File: src/rtl/cmp_pkg.sv
// Shared types and constants for the cmp_sched serial-compare scheduler.
package cmp_pkg;

  typedef enum logic [1:0] {
    IDLE = 2'd0,
    CMP  = 2'd1,
    RESP = 2'd2
  } state_e;

  localparam int CMP_DIGIT_W = 2;

  // One-hot result encoding {eq, gt, lt}
  localparam logic [2:0] RES_NONE = 3'b000;
  localparam logic [2:0] RES_EQ   = 3'b100;
  localparam logic [2:0] RES_GT   = 3'b010;
  localparam logic [2:0] RES_LT   = 3'b001;

endpackage

File: src/rtl/cmp2_unit.sv
// Combinational unsigned compare of one 2-bit digit pair, one-hot eq/gt/lt.
module cmp2_unit
  import cmp_pkg::*;
(
  input  logic [CMP_DIGIT_W-1:0] a,
  input  logic [CMP_DIGIT_W-1:0] b,
  output logic                   eq,
  output logic                   gt,
  output logic                   lt
);

  assign eq = (a == b);
  assign gt = (a > b);
  assign lt = (a < b);

endmodule

File: src/rtl/cmp_sched.sv
// Round-robin scheduler sharing one 2-bit compare unit, MSB-first serial scan.
// Define CMP_EARLY_EXIT_EN to leave the scan right after the first unequal digit.
module cmp_sched
  import cmp_pkg::*;
#(
  parameter int NREQ  = 4,
  parameter int WIDTH = 8
) (
  input  logic                     clk,
  input  logic                     rst_n,
  input  logic [NREQ-1:0]          req_valid,
  output logic [NREQ-1:0]          req_ready,
  input  logic [NREQ*WIDTH-1:0]    req_a,
  input  logic [NREQ*WIDTH-1:0]    req_b,
  output logic                     rsp_valid,
  input  logic                     rsp_ready,
  output logic [$clog2(NREQ)-1:0]  rsp_id,
  output logic                     rsp_eq,
  output logic                     rsp_gt,
  output logic                     rsp_lt
);

  localparam int IW   = $clog2(NREQ);
  localparam int NDIG = WIDTH / CMP_DIGIT_W;
  localparam int JW   = (NDIG > 1) ? $clog2(NDIG) : 1;

  state_e              state_r;
  logic [IW-1:0]       ptr_r;
  logic [IW-1:0]       id_r;
  logic [WIDTH-1:0]    a_r;
  logic [WIDTH-1:0]    b_r;
  logic [JW-1:0]       j_r;
  logic                decided_r;
  logic [2:0]          res_r;
  logic                rsp_valid_r;
  logic [2:0]          rsp_res_r;

  logic [NREQ-1:0]        gnt_s;
  logic [IW-1:0]          gnt_idx_s;
  logic [WIDTH-1:0]       a_sel_s;
  logic [WIDTH-1:0]       b_sel_s;
  logic [CMP_DIGIT_W-1:0] a_dig_s;
  logic [CMP_DIGIT_W-1:0] b_dig_s;
  logic                   u_eq_s;
  logic                   u_gt_s;
  logic                   u_lt_s;
  logic                   last_s;
  logic                   exit_s;
  logic [2:0]             next_res_s;

  // First valid requester searching from ptr+1, wrapping modulo NREQ.
  function automatic logic [NREQ-1:0] rr_pick(input logic [NREQ-1:0] valid,
                                               input logic [IW-1:0]   ptr);
    logic [NREQ-1:0] g;
    logic            found;
    int              idx;
    g     = '0;
    found = 1'b0;
    for (int k = 1; k <= NREQ; k++) begin
      idx = (int'(ptr) + k) % NREQ;
      if (!found && valid[idx]) begin
        g[idx] = 1'b1;
        found  = 1'b1;
      end
    end
    return g;
  endfunction

  // Grant selection and operand mux; grants only in IDLE and out of reset.
  always_comb begin
    gnt_s     = '0;
    gnt_idx_s = '0;
    a_sel_s   = '0;
    b_sel_s   = '0;
    if (state_r == IDLE && rst_n) begin
      gnt_s = rr_pick(req_valid, ptr_r);
    end else begin
      gnt_s = '0;
    end
    for (int k = 0; k < NREQ; k++) begin
      gnt_idx_s = gnt_s[k] ? IW'(k) : gnt_idx_s;
      a_sel_s   = gnt_s[k] ? req_a[k*WIDTH +: WIDTH] : a_sel_s;
      b_sel_s   = gnt_s[k] ? req_b[k*WIDTH +: WIDTH] : b_sel_s;
    end
  end

  assign req_ready = gnt_s;

  // Pick digit j of the latched operands, MSB digit first.
  always_comb begin
    a_dig_s = '0;
    b_dig_s = '0;
    for (int k = 0; k < NDIG; k++) begin
      a_dig_s = (j_r == JW'(k)) ? a_r[WIDTH-1-CMP_DIGIT_W*k -: CMP_DIGIT_W] : a_dig_s;
      b_dig_s = (j_r == JW'(k)) ? b_r[WIDTH-1-CMP_DIGIT_W*k -: CMP_DIGIT_W] : b_dig_s;
    end
  end

  cmp2_unit u_cmp2 (
    .a  (a_dig_s),
    .b  (b_dig_s),
    .eq (u_eq_s),
    .gt (u_gt_s),
    .lt (u_lt_s)
  );

  // Once a digit differs the decision is frozen; later digits cannot change it.
  always_comb begin
    last_s = (j_r == JW'(NDIG - 1));
    if (decided_r) begin
      next_res_s = res_r;
    end else if (u_gt_s) begin
      next_res_s = RES_GT;
    end else if (u_lt_s) begin
      next_res_s = RES_LT;
    end else begin
      next_res_s = RES_EQ;
    end
`ifdef CMP_EARLY_EXIT_EN
    exit_s = last_s || !u_eq_s;
`else
    exit_s = last_s;
`endif
  end

  // Scheduler FSM with registered response outputs.
  always_ff @(posedge clk) begin
    if (!rst_n) begin
      state_r     <= IDLE;
      ptr_r       <= IW'(NREQ - 1);
      id_r        <= '0;
      a_r         <= '0;
      b_r         <= '0;
      j_r         <= '0;
      decided_r   <= 1'b0;
      res_r       <= RES_NONE;
      rsp_valid_r <= 1'b0;
      rsp_res_r   <= RES_NONE;
    end else begin
      case (state_r)
        IDLE: begin
          if (|gnt_s) begin
            a_r       <= a_sel_s;
            b_r       <= b_sel_s;
            id_r      <= gnt_idx_s;
            ptr_r     <= gnt_idx_s;
            j_r       <= '0;
            decided_r <= 1'b0;
            res_r     <= RES_NONE;
            state_r   <= CMP;
          end
        end
        CMP: begin
          if (!decided_r && !u_eq_s) begin
            decided_r <= 1'b1;
            res_r     <= next_res_s;
          end
          if (exit_s) begin
            rsp_valid_r <= 1'b1;
            rsp_res_r   <= next_res_s;
            state_r     <= RESP;
          end else begin
            j_r <= j_r + JW'(1);
          end
        end
        RESP: begin
          if (rsp_ready) begin
            rsp_valid_r <= 1'b0;
            rsp_res_r   <= RES_NONE;
            state_r     <= IDLE;
          end
        end
        default: begin
          state_r     <= IDLE;
          rsp_valid_r <= 1'b0;
          rsp_res_r   <= RES_NONE;
        end
      endcase
    end
  end

  assign rsp_valid = rsp_valid_r;
  assign rsp_id    = id_r;
  assign rsp_eq    = |(rsp_res_r & RES_EQ);
  assign rsp_gt    = |(rsp_res_r & RES_GT);
  assign rsp_lt    = |(rsp_res_r & RES_LT);

endmodule

File: config.mk
export PLATFORM = sky130hd
export DESIGN_NAME = cmp_sched
export DESIGN_NICKNAME = d
export VERILOG_FILES = /design/src/rtl/cmp_pkg.sv /design/src/rtl/cmp2_unit.sv /design/src/rtl/cmp_sched.sv
export SDC_FILE = /design/constraint.sdc
export NUM_CORES = 1
export LEC_CHECK = 0
export BUFFER_PORTS_ARGS = -buffer_cell sky130_fd_sc_hd__buf_2
export CORE_ASPECT_RATIO = 1.5
export CORE_MARGIN = 2
export CORE_UTILIZATION = 30
export DETAILED_ROUTE_END_ITERATION = 16
export GPL_TIMING_DRIVEN = 0
export PLACE_DENSITY = 0.5
export RECOVER_POWER = 50
export SLEW_MARGIN = 20
export SYNTH_ARGS = -nofsm -noshare
export SYNTH_HDL_FRONTEND = slang
export SYNTH_SLANG_ARGS = --single-unit
File: constraint.sdc
create_clock -name clk -period 5.8 [get_ports clk]
set_input_delay 0 -clock clk [delete_from_list [all_inputs] [get_ports clk]]
set_output_delay 0 -clock clk [all_outputs]
set_load 0.02 [all_outputs]
* Yosys cells after proc, flatten, opt, wreduce, memory -nomap -nowiden *
Index checks and enable logic that the tools add are counted.

storage, ports and cells
  bits in registers = 32

cells by class
  magnitude comparators = 10
  add/subtract/negate cells = 5
  bitwise gates (word level) = 8
  multiplexer cells = 75
  reductions and logical operators = 27
  equality and inequality tests = 11

operators with widths
  operator               number
  $mux W8                8
  $mux W4                8
  $mux W2                15
  $mux W1                23
  $mux W3                7
  $lt A3 B4 Y1 const B   4
  $ge A3 B1 Y1 const B   4
  $or A4 B4 Y4           3
  $reduce_and A3 Y1      4
  $logic_and A1 B1 Y1    9
  $pmux W3 S3            1
  $bmux W1 S2            4
  $demux W1 S2           4
  $ne A2 B2 Y1 const B   4
  $reduce_or A2 Y1       4
  $add A2 B1 Y2 const B  3
  $eq A2 B2 Y1 const B   3
  $pmux W2 S3            1
  $pmux W3 S2            1
  $logic_not A1 Y1       5
  $add A2 B2 Y2 const B  2
  $and A1 B1 Y1 const A  4
  $eq A2 B1 Y1 const B   2
  $logic_not A2 Y1       2
  other kinds (11)       11

* Longest topological paths before layout *
Gate-level depths: netlist of run 1.

  depth after elaboration = 24
  gate-level depth with buffers = 16
  gate-level depth less buffers = 16

* By module *
From an unflattened synthesis of run 1, not the netlist that was laid out.

second synthesis, totals
  cell total of the unflattened synthesis = 295
  area total of the unflattened synthesis = 2,354.8 um^2

by module, submodules not included
  module     cells each  sequential area each (um^2)  area an instance (um^2)  times used
  cmp_sched  286         640.6                        2,292.2                  1
  cmp2_unit  9           0.0                          62.6                     1

* Worst setup path after synthesis of run 1 *
No wires, ideal clock.

  kind = reg-to-reg
  from = register ptr_r[0]
  to = register b_r[4]
  data required time = 5,675 ps
  slack = 2,373 ps
  cell stages (with the launch flop) = 13
  clock period less this slack = 3,427 ps
  library setup time = 125 ps
  arrival time = 3,302 ps
  cells stage by stage = dfxtp_1 > buf_2 > inv_1 > ha_1 > clkbuf_1 > mux4_2 > nor4b_2 > a22oi_1 > a21oi_2 > o221ai_1 > clkbuf_1 > a221oi_1 > nor3_1

between the ends
  cells in the longest elaborated chain, start to end = 22
  elaborated cells between the ends (all ways) = 73
  classes of those cells = add/sub (4); order compare (8); mux (38); bitwise (7); reduce/logical (16)

RTL lines
  item                                                                         line                              text
  from (decl)                                                                  cmp_sched.sv:28                   logic [IW-1:0] ptr_r;
  from (signal assigned)                                                       cmp_sched.sv:130                  ptr_r <= IW'(NREQ - 1);
  from (signal assigned)                                                       cmp_sched.sv:146                  ptr_r <= gnt_idx_s;
  $add A2 B1 Y2                                                                cmp_sched.sv:60                   idx = (int'(ptr) + k) % NREQ;
  $reduce_or A2 Y1 (no source line) / $bmux W1 S2 (equally long branches)      --
  $and A1 B1 Y1 (no source line) / $mux W1 (equally long branches)             --
  $lt A3 B4 Y1 (implied by the code) (tied with other cells)                   cmp_sched.sv:62                   g[idx] = 1'b1;
  $logic_and A1 B1 Y1 (implied by the code) / $mux W1 (equally long branches)  cmp_sched.sv:62, cmp_sched.sv:61
  $mux W1 (on tied branches)                                                   cmp_sched.sv:62, cmp_sched.sv:75
  $demux W1 S2 / $logic_not A1 Y1 (equally long branches)                      cmp_sched.sv:62, cmp_sched.sv:61
  $mux W4 / $logic_and A1 B1 Y1 (equally long branches)                        cmp_sched.sv:61                   if (!found && valid[idx]) begin
  [... 4 more ...]                                                             --
  $or A4 B4 Y4 (no source line) / $mux W1 (equally long branches)              --
  $mux W4 / $mux W1 (equally long branches)                                    cmp_sched.sv:61, cmp_sched.sv:75
  $mux W4 / $logic_not A1 Y1 (equally long branches)                           cmp_sched.sv:75, cmp_sched.sv:61
  $or A4 B4 Y4 (no source line) / $logic_and A1 B1 Y1 (equally long branches)  --
  $mux W4 *                                                                    cmp_sched.sv:61
  $mux W4 *                                                                    cmp_sched.sv:75                   if (state_r == IDLE && rst_n) begin
  via req_ready[0]                                                             cmp_sched.sv:12                   output logic [NREQ-1:0] req_ready,
  $mux W8 (4 in a row)                                                         cmp_sched.sv:83                   b_sel_s = gnt_s[k] ? req_b[k*WIDTH +: WIDTH] : b_sel_s;
  to (signal assigned)                                                         cmp_sched.sv:144                  b_r <= b_sel_s;
  to (decl)                                                                    cmp_sched.sv:31                   logic [WIDTH-1:0] b_r;

The timed path passes the listed nets; every way through them passes the cells marked *. The select of a mux whose other input is x is not followed.
A chain may end at the register's enable or synchronous reset.

* Final worst setup path of run 1 *
  from = register ptr_r[0]
  to = output req_ready[1]

between the ends
  cells in the longest elaborated chain, start to end = 18
  elaborated cells between the ends (all ways) = 67
  classes of those cells = add/sub (4); order compare (8); mux (34); bitwise (7); reduce/logical (14)

RTL lines
  item                                                                         line
  $add A2 B1 Y2                                                                cmp_sched.sv:60
  $reduce_or A2 Y1 (no source line) / $bmux W1 S2 (equally long branches)      --
  $and A1 B1 Y1 (no source line) / $mux W1 (equally long branches)             --
  $lt A3 B4 Y1 (implied by the code) (tied with other cells)                   cmp_sched.sv:62
  $logic_and A1 B1 Y1 (implied by the code) / $mux W1 (equally long branches)  cmp_sched.sv:62, cmp_sched.sv:61
  $mux W1 (on tied branches)                                                   cmp_sched.sv:62, cmp_sched.sv:75
  $demux W1 S2 / $logic_not A1 Y1 (equally long branches)                      cmp_sched.sv:62, cmp_sched.sv:61
  $mux W4 / $logic_and A1 B1 Y1 (equally long branches)                        cmp_sched.sv:61
  [... 2 more ...]                                                             --
  $mux W4 / $logic_not A1 Y1 (equally long branches)                           cmp_sched.sv:61
  $mux W4 / $logic_and A1 B1 Y1 (equally long branches)                        cmp_sched.sv:75, cmp_sched.sv:61
  $or A4 B4 Y4 (no source line) / $mux W1 (equally long branches)              --
  $mux W4 / $mux W1 (equally long branches)                                    cmp_sched.sv:61, cmp_sched.sv:75
  $mux W4 / $logic_not A1 Y1 (equally long branches)                           cmp_sched.sv:75, cmp_sched.sv:61
  $or A4 B4 Y4 (no source line) / $logic_and A1 B1 Y1 (equally long branches)  --
  $mux W4 *                                                                    cmp_sched.sv:61
  $mux W4 *                                                                    cmp_sched.sv:75
  to (decl)                                                                    cmp_sched.sv:12

Every way passes the cells marked *; elsewhere a longest branch is shown, timed or not. The select of a mux whose other input is x is not followed.

==> impl_metrics.json, run 1 <==
{
  "status": "finished clean",
  "rows": 38,
  "start_kind": "flop",
  "synth_nets": 363,
  "grt_pass1_vias": 2494,
  "p_sw_mw": 0.580,
  "n_antenna_cell": 0,
  "synthCells": 278,
  "wl_met1_um": 2720,
  "wl_um": 6650,
  "cts_setup_buffers": 0,
  "io_buffers": 79,
  "die_height_um": 110,
  "cts-root-buf": "clkbuf_8",
  "tightest_slew_ns": 0.660,
  "fin_nets": 456,
  "fin_worst_skew_ns": 0.00898,
  "drtIter0Drc": 88,
  "cts_tree": "done",
  "synth_common_cells": "32 x dfxtp_1, 26 x nand2_1, 23 x o21ai_0",
  "gp_congestion": 0.825,
  "drv_slew": 0,
  "async_flop_share_pct": 0,
  "synth_top_cell_area_share_pct": 28.7,
  "critPathMaxFanout": 10,
  "fmax_ghz": 0.223,
  "min_path_type": "in -> reg",
  "critical_path_class": "reg -> out",
  "rsz0062_at_grt": "false",
  "grt_pass1_wl_um": 11600,
  "antenna_left": 0,
  "highest_layer": "met4",
  "fin_crit_sh_pct": 77.4,
  "dp_hpwl_um": 5270,
  "power_frac_seq_pct": 25.7,
  "powerDensity_nw_per_um2": 434,
  "drc_errors": 0,
  "ios": 81,
  "min_period_ns": 4.49,
  "worstSetupEndpointType": "primary output",
  "layout-drive-gt1-share_pct": 25.0,
  "avgSynthCellArea_um2": 8.02,
  "cts_max_level": 2,
  "combPwrFrac_pct": 59.9,
  "worst_slack_ns": 1.31,
  "ys_seq_elements": 32,
  "ys_top_cells_by_area": "dfxtp_1 29%, ha_1 7.9%, a221oi_1 5.5%",
  "synth_cell_types": 48,
  "slew_headroom_pct": 55.4,
  "syn_to_final_growth_pct": 29.9,
  "dr_wl_met2_um": 3500,
  "chipWidth_um": 74.4,
  "netlist_area_um2": 2230,
  "cts.clk_slew.worst_paths_ns": 0.07,
  "postPlaceCellArea_um2": 2750,
  "via_per_inst": 5.06,
  "final_hold_viol_count": 0,
  "dominantRegCellSynth": "dfxtp_1",
  "clock_sinks": 32,
  "synth-edff-count": 0,
  "ir_drop_v": 0.000133,
  "yosys.area.top_type": "dfxtp_1",
  "p_int_mw": 0.676,
  "die_area_um2": 8150,
  "cts_buffer_depth": 2,
  "first_pass_iters": 4,
  "clk_latency_ns": 0.28,
  "antenna_found_initial": 0,
  "cts_made_buffers": 5,
  "start_util_pct": 30.9,
  "leakagePower_nw": 1.24,
  "grt_remaining_overflow": 0,
  "p_clk_share_pct": 14.4,
  "p_sw_share_pct": 46.2,
  "coreArea_um2": 7230,
  "drv_cap": 0,
  "grt_usage_pct": 18.0,
  "final_cell_area_um2": 2900,
  "seq_area_frac_synth_pct": 28.7,
  "num_vias": 2389,
  "routedWlPerCell_um": 14.1,
  "grt_max_degree": 11,
  "synth.most_common_cell": "dfxtp_1",
  "post-place-ws_ns": 1.85,
  "setup-tns-final_ns": 0,
  "setup_viol": 0,
  "worstPathRequired_ns": 5.80,
  "yosysWarnings": 0,
  "worstPathArrival_ns": 4.49,
  "wl_met3_um": 320
}
==> cells in the final DEF, fill, tap and decap left out, types with 4 or more instances in the layout <==
cell type      instances
buf_2                 77
dfxtp_1               32
nand2_1               26
clkbuf_1              23
o21ai_0               23
nor2_1                20
o22ai_1               17
a21oi_1               14
a221oi_1              14
nor3_1                14
ha_1                  14
inv_1                 10
nor2b_1                7
mux2i_1                7
dlygate4sd3_1          7
a22oi_1                6
clkbuf_8               6
mux4_2                 4
o21a_1                 4
nor3b_1                4
nand4_1                4
==> power groups by stage <==
stage / clock, mW / sequential (mW) / combinational, mW
2_1_floorplan: 0 / 0.323 / 0.560
3_3_place_gp: 0 / 0.327 / 0.755
3_5_place_dp: 0 / 0.327 / 0.759
4_1_cts: 0.188 / 0.322 / 0.766
5_1_grt: 0.199 / 0.333 / 0.870
6_report: 0.181 / 0.322 / 0.753
==> critical path: stages, from the launching register on <==
cell and delay (ns):
dfxtp_1 0.40, clkbuf_1 0.39, inv_1 0.21, ha_1 0.32
clkbuf_1 0.31, mux4_2 0.46, nor4b_1 0.65, a222oi_1 0.23
a21oi_1 0.30, clkbuf_1 0.43, buf_2 0.31, buf_2 0.20
==> sequential cells by signal, indices dropped and copies added, names as in the netlist <==
signal,cells
rsp_id,2
res_r,3
rsp_res_r,3
rsp_valid,1
ptr_r,2
j_r,2
state_r,2
a_r,8
decided_r,1
b_r,8
==> layout make-up <==
type | count | area, µm²
Buffer | 22 | 93.8
Clock buffer | 7 | 86.3
Clock inverter | 1 | 7.51
Fill cell | 785 | 4330
Inverter | 11 | 41.3
Multi-Input combinational cell | 213 | 1450
Sequential cell | 32 | 641
Tap cell | 100 | 125
Timing Repair Buffer | 86 | 457
==> metrics by stage <==
stage / utilization, % / std cells / hold slack [ns] / total power, mW
final: 40.1 / 472 / 0.000614 / 1.26
after CTS: 40.2 / 471 / 0.000298 / 1.28
after floorplan: - / 278 / 0.148 / 0.883
after global placement: 38.1 / 457 / 0.281 / 1.08
after global routing: 40.1 / 472 / 0.0217 / 1.40
after detailed placement: 38.1 / 457 / 0.291 / 1.09
==> per-layer routing <==
metal  vias up  global-route usage (%)
met2        70                    33.8
met1      1083                    20.8
met4         0                    4.72
met3         7                    2.57
li1       1229                       -
met5         -                       0
==> timing repair <==
| item | in CTS | in global routing |
|---|---|---|
| hold endpoints to repair | 6 | 1 |
| hold buffers | 6 | 1 |
| resized for setup | 0 | 0 |
==> cell families after synthesis <==
family	Yosys count	synth area share, %
adders and majority gates	14	7.86
DFF	32	28.7
AOI/OAI and AO/OA	101	30.9
muxes	11	7.18
and+or+nand+nor	87	19.2
buffers and inverters	33	6.17
==> worst paths after layout <==
kind / startpoint / slack (ns) / to / depth (start not counted)
setup / recovery: ptr_r[0]$_SDFFE_PN1P_ / 1.31 / req_ready[1] / 11
hold / removal: req_b[20] / 0.0006 / b_r[4]$_SDFFE_PN0P_ / 3
setup reg to reg: ptr_r[0]$_SDFFE_PN1P_ / 1.39 / a_r[4]$_SDFFE_PN0P_ / 12
hold reg to reg: res_r[2]$_SDFFE_PN0P_ / 0.46 / res_r[2]$_SDFFE_PN0P_ / 1
Power figures use the tool's default switching activity.
==> run 2: changes to the inputs <==
==> constraint.sdc (replaced) <==
create_clock -name clk -period 4.43 [get_ports clk]
set_input_delay 0 -clock clk [delete_from_list [all_inputs] [get_ports clk]]
set_output_delay 0 -clock clk [all_outputs]
set_load 0.02 [all_outputs]
==> impl_metrics.json, run 2 (same netlist as run 1, synthesis figures left out) <==
{
  "layout_common_cells": "78 x buf_2, 32 x dfxtp_1, 26 x nand2_1",
  "leakagePower_nw": 1.24,
  "drtIter0Drc": 89,
  "chipWidth_um": 74.4,
  "fin_worst_skew_ns": 0.00965,
  "dr_wl_met2_um": 3490,
  "status": "finished clean",
  "fin_crit_sh_pct": 91.0,
  "ctsHoldBuffers": 6,
  "start_kind": "flop",
  "layout_commonest_cell": "buf_2",
  "worstSetupEndpointType": "primary output",
  "slew_headroom_pct": 58.1,
  "tightest_slew_ns": 0.621,
  "drc_errors": 0,
  "worstPathRequired_ns": 4.43,
  "layout-drive-gt1-share_pct": 25.5,
  "highest_layer": "met4",
  "io_buffers": 79,
  "cts_max_level": 2,
  "final_cell_area_um2": 2900,
  "start_util_pct": 30.9,
  "wl_met3_um": 326,
  "ir_drop_v": 0.000175,
  "largestRegisters": "a_r: 8 flops, b_r: 8 flops",
  "drv_cap": 0,
  "num_vias": 2400,
  "drv_slew": 0,
  "clock_sinks": 32,
  "grt_pass1_vias": 2494,
  "cts.repair.resized": 0,
  "antenna_left": 0,
  "grt_pass1_wl_um": 11600,
  "via_per_inst": 5.08,
  "first_pass_iters": 5,
  "critical_path_class": "reg -> out",
  "wl_um": 6670,
  "fin_util_pct": 40.2,
  "grt_usage_pct": 18.0,
  "hold_ws_ns": 0.000151,
  "cts_tree": "done",
  "min_path_type": "in -> reg",
  "cts-root-buf": "clkbuf_8",
  "powerDensity_nw_per_um2": 568,
  "min_period_ns": 4.03,
  "cts.clk_slew.worst_paths_ns": 0.07,
  "die_area_um2": 8150,
  "worstPathArrival_ns": 4.03,
  "setup_viol": 0,
  "die_height_um": 110,
  "rsz0062_at_grt": "false",
  "cts_buffer_depth": 2,
  "fmax_ghz": 0.248,
  "fill_cells": 782,
  "rows": 38,
  "clk_latency_ns": 0.28,
  "cts_setup_buffers": 0,
  "final_hold_viol_count": 0,
  "fin_nets": 456,
  "ios": 81,
  "wl_met1_um": 2740,
  "grt_max_degree": 11,
  "setup-tns-final_ns": 0,
  "critPathMaxFanout": 10,
  "n_antenna_cell": 0,
  "gp_congestion": 0.825,
  "postPlaceCellArea_um2": 2750,
  "antenna_found_initial": 0,
  "syn_to_final_growth_pct": 30.2,
  "cts_made_buffers": 5,
  "grt_remaining_overflow": 0,
  "coreArea_um2": 7230,
  "routedWlPerCell_um": 14.1,
  "dp_hpwl_um": 5270
}
## run 2: changes by cell type in the layout (fill, tap and decap cells not counted), sizes merged
cell	before	now
clkbuf	30	29
buf	78	79
## run 2: final timing paths
check                        startpoint               endpoint  slack (ns)  cells past startpoint
hold reg to reg   res_r[2]$_SDFFE_PN0P_  res_r[2]$_SDFFE_PN0P_        0.46                      1
setup / recovery  ptr_r[0]$_SDFFE_PN1P_           req_ready[1]        0.40                     11
setup reg to reg  ptr_r[0]$_SDFFE_PN1P_    a_r[4]$_SDFFE_PN0P_        0.46                     13
hold / removal                req_b[20]    b_r[4]$_SDFFE_PN0P_      0.0002                      3
## run 2: worst max-delay path, cell delays in order (launching register included)
cell      delay (ns)
dfxtp_1         0.40
buf_2           0.25
inv_1           0.15
ha_1            0.30
clkbuf_1        0.31
mux4_2          0.47
nor4b_2         0.47
a222oi_1        0.19
a21oi_1         0.28
clkbuf_1        0.43
buf_2           0.31
buf_2           0.20
## run 2: report_power, final
part	switching, mW	internal [mW]	leakage [nW]
combinational	0.599	0.391	0.938
clock	0.111	0.126	0.0445
sequential	0.0514	0.370	0.263
## run 2: final cells by class
cell class / count / area, µm² / share of cell area (%)
Clock inverter: 1 / 7.51 / 0.259
Inverter: 11 / 41.3 / 1.42
Buffer: 22 / 95.1 / 3.27
Timing Repair Buffer: 86 / 457 / 15.7
Multi-Input combinational cell: 213 / 1450 / 50.0
Sequential cell: 32 / 641 / 22.1
Tap cell: 100 / 125 / 4.31
Clock buffer: 7 / 86.3 / 2.97
## run 2: layer usage
layer / track usage, % / vias to the layer above
met5: 0 / -
met4: 4.72 / 0
met3: 2.57 / 6
met2: 33.8 / 78
met1: 20.8 / 1087
li1: - / 1229
## run 2: metrics by stage
step	total power, mW	setup slack (ns)	std cells
floorplan	1.16	1.00	278
CTS	1.67	0.467	471
finish	1.65	0.399	472
detailed placement	1.42	0.476	457
global placement	1.42	0.479	457
global route	1.84	0.0797	472
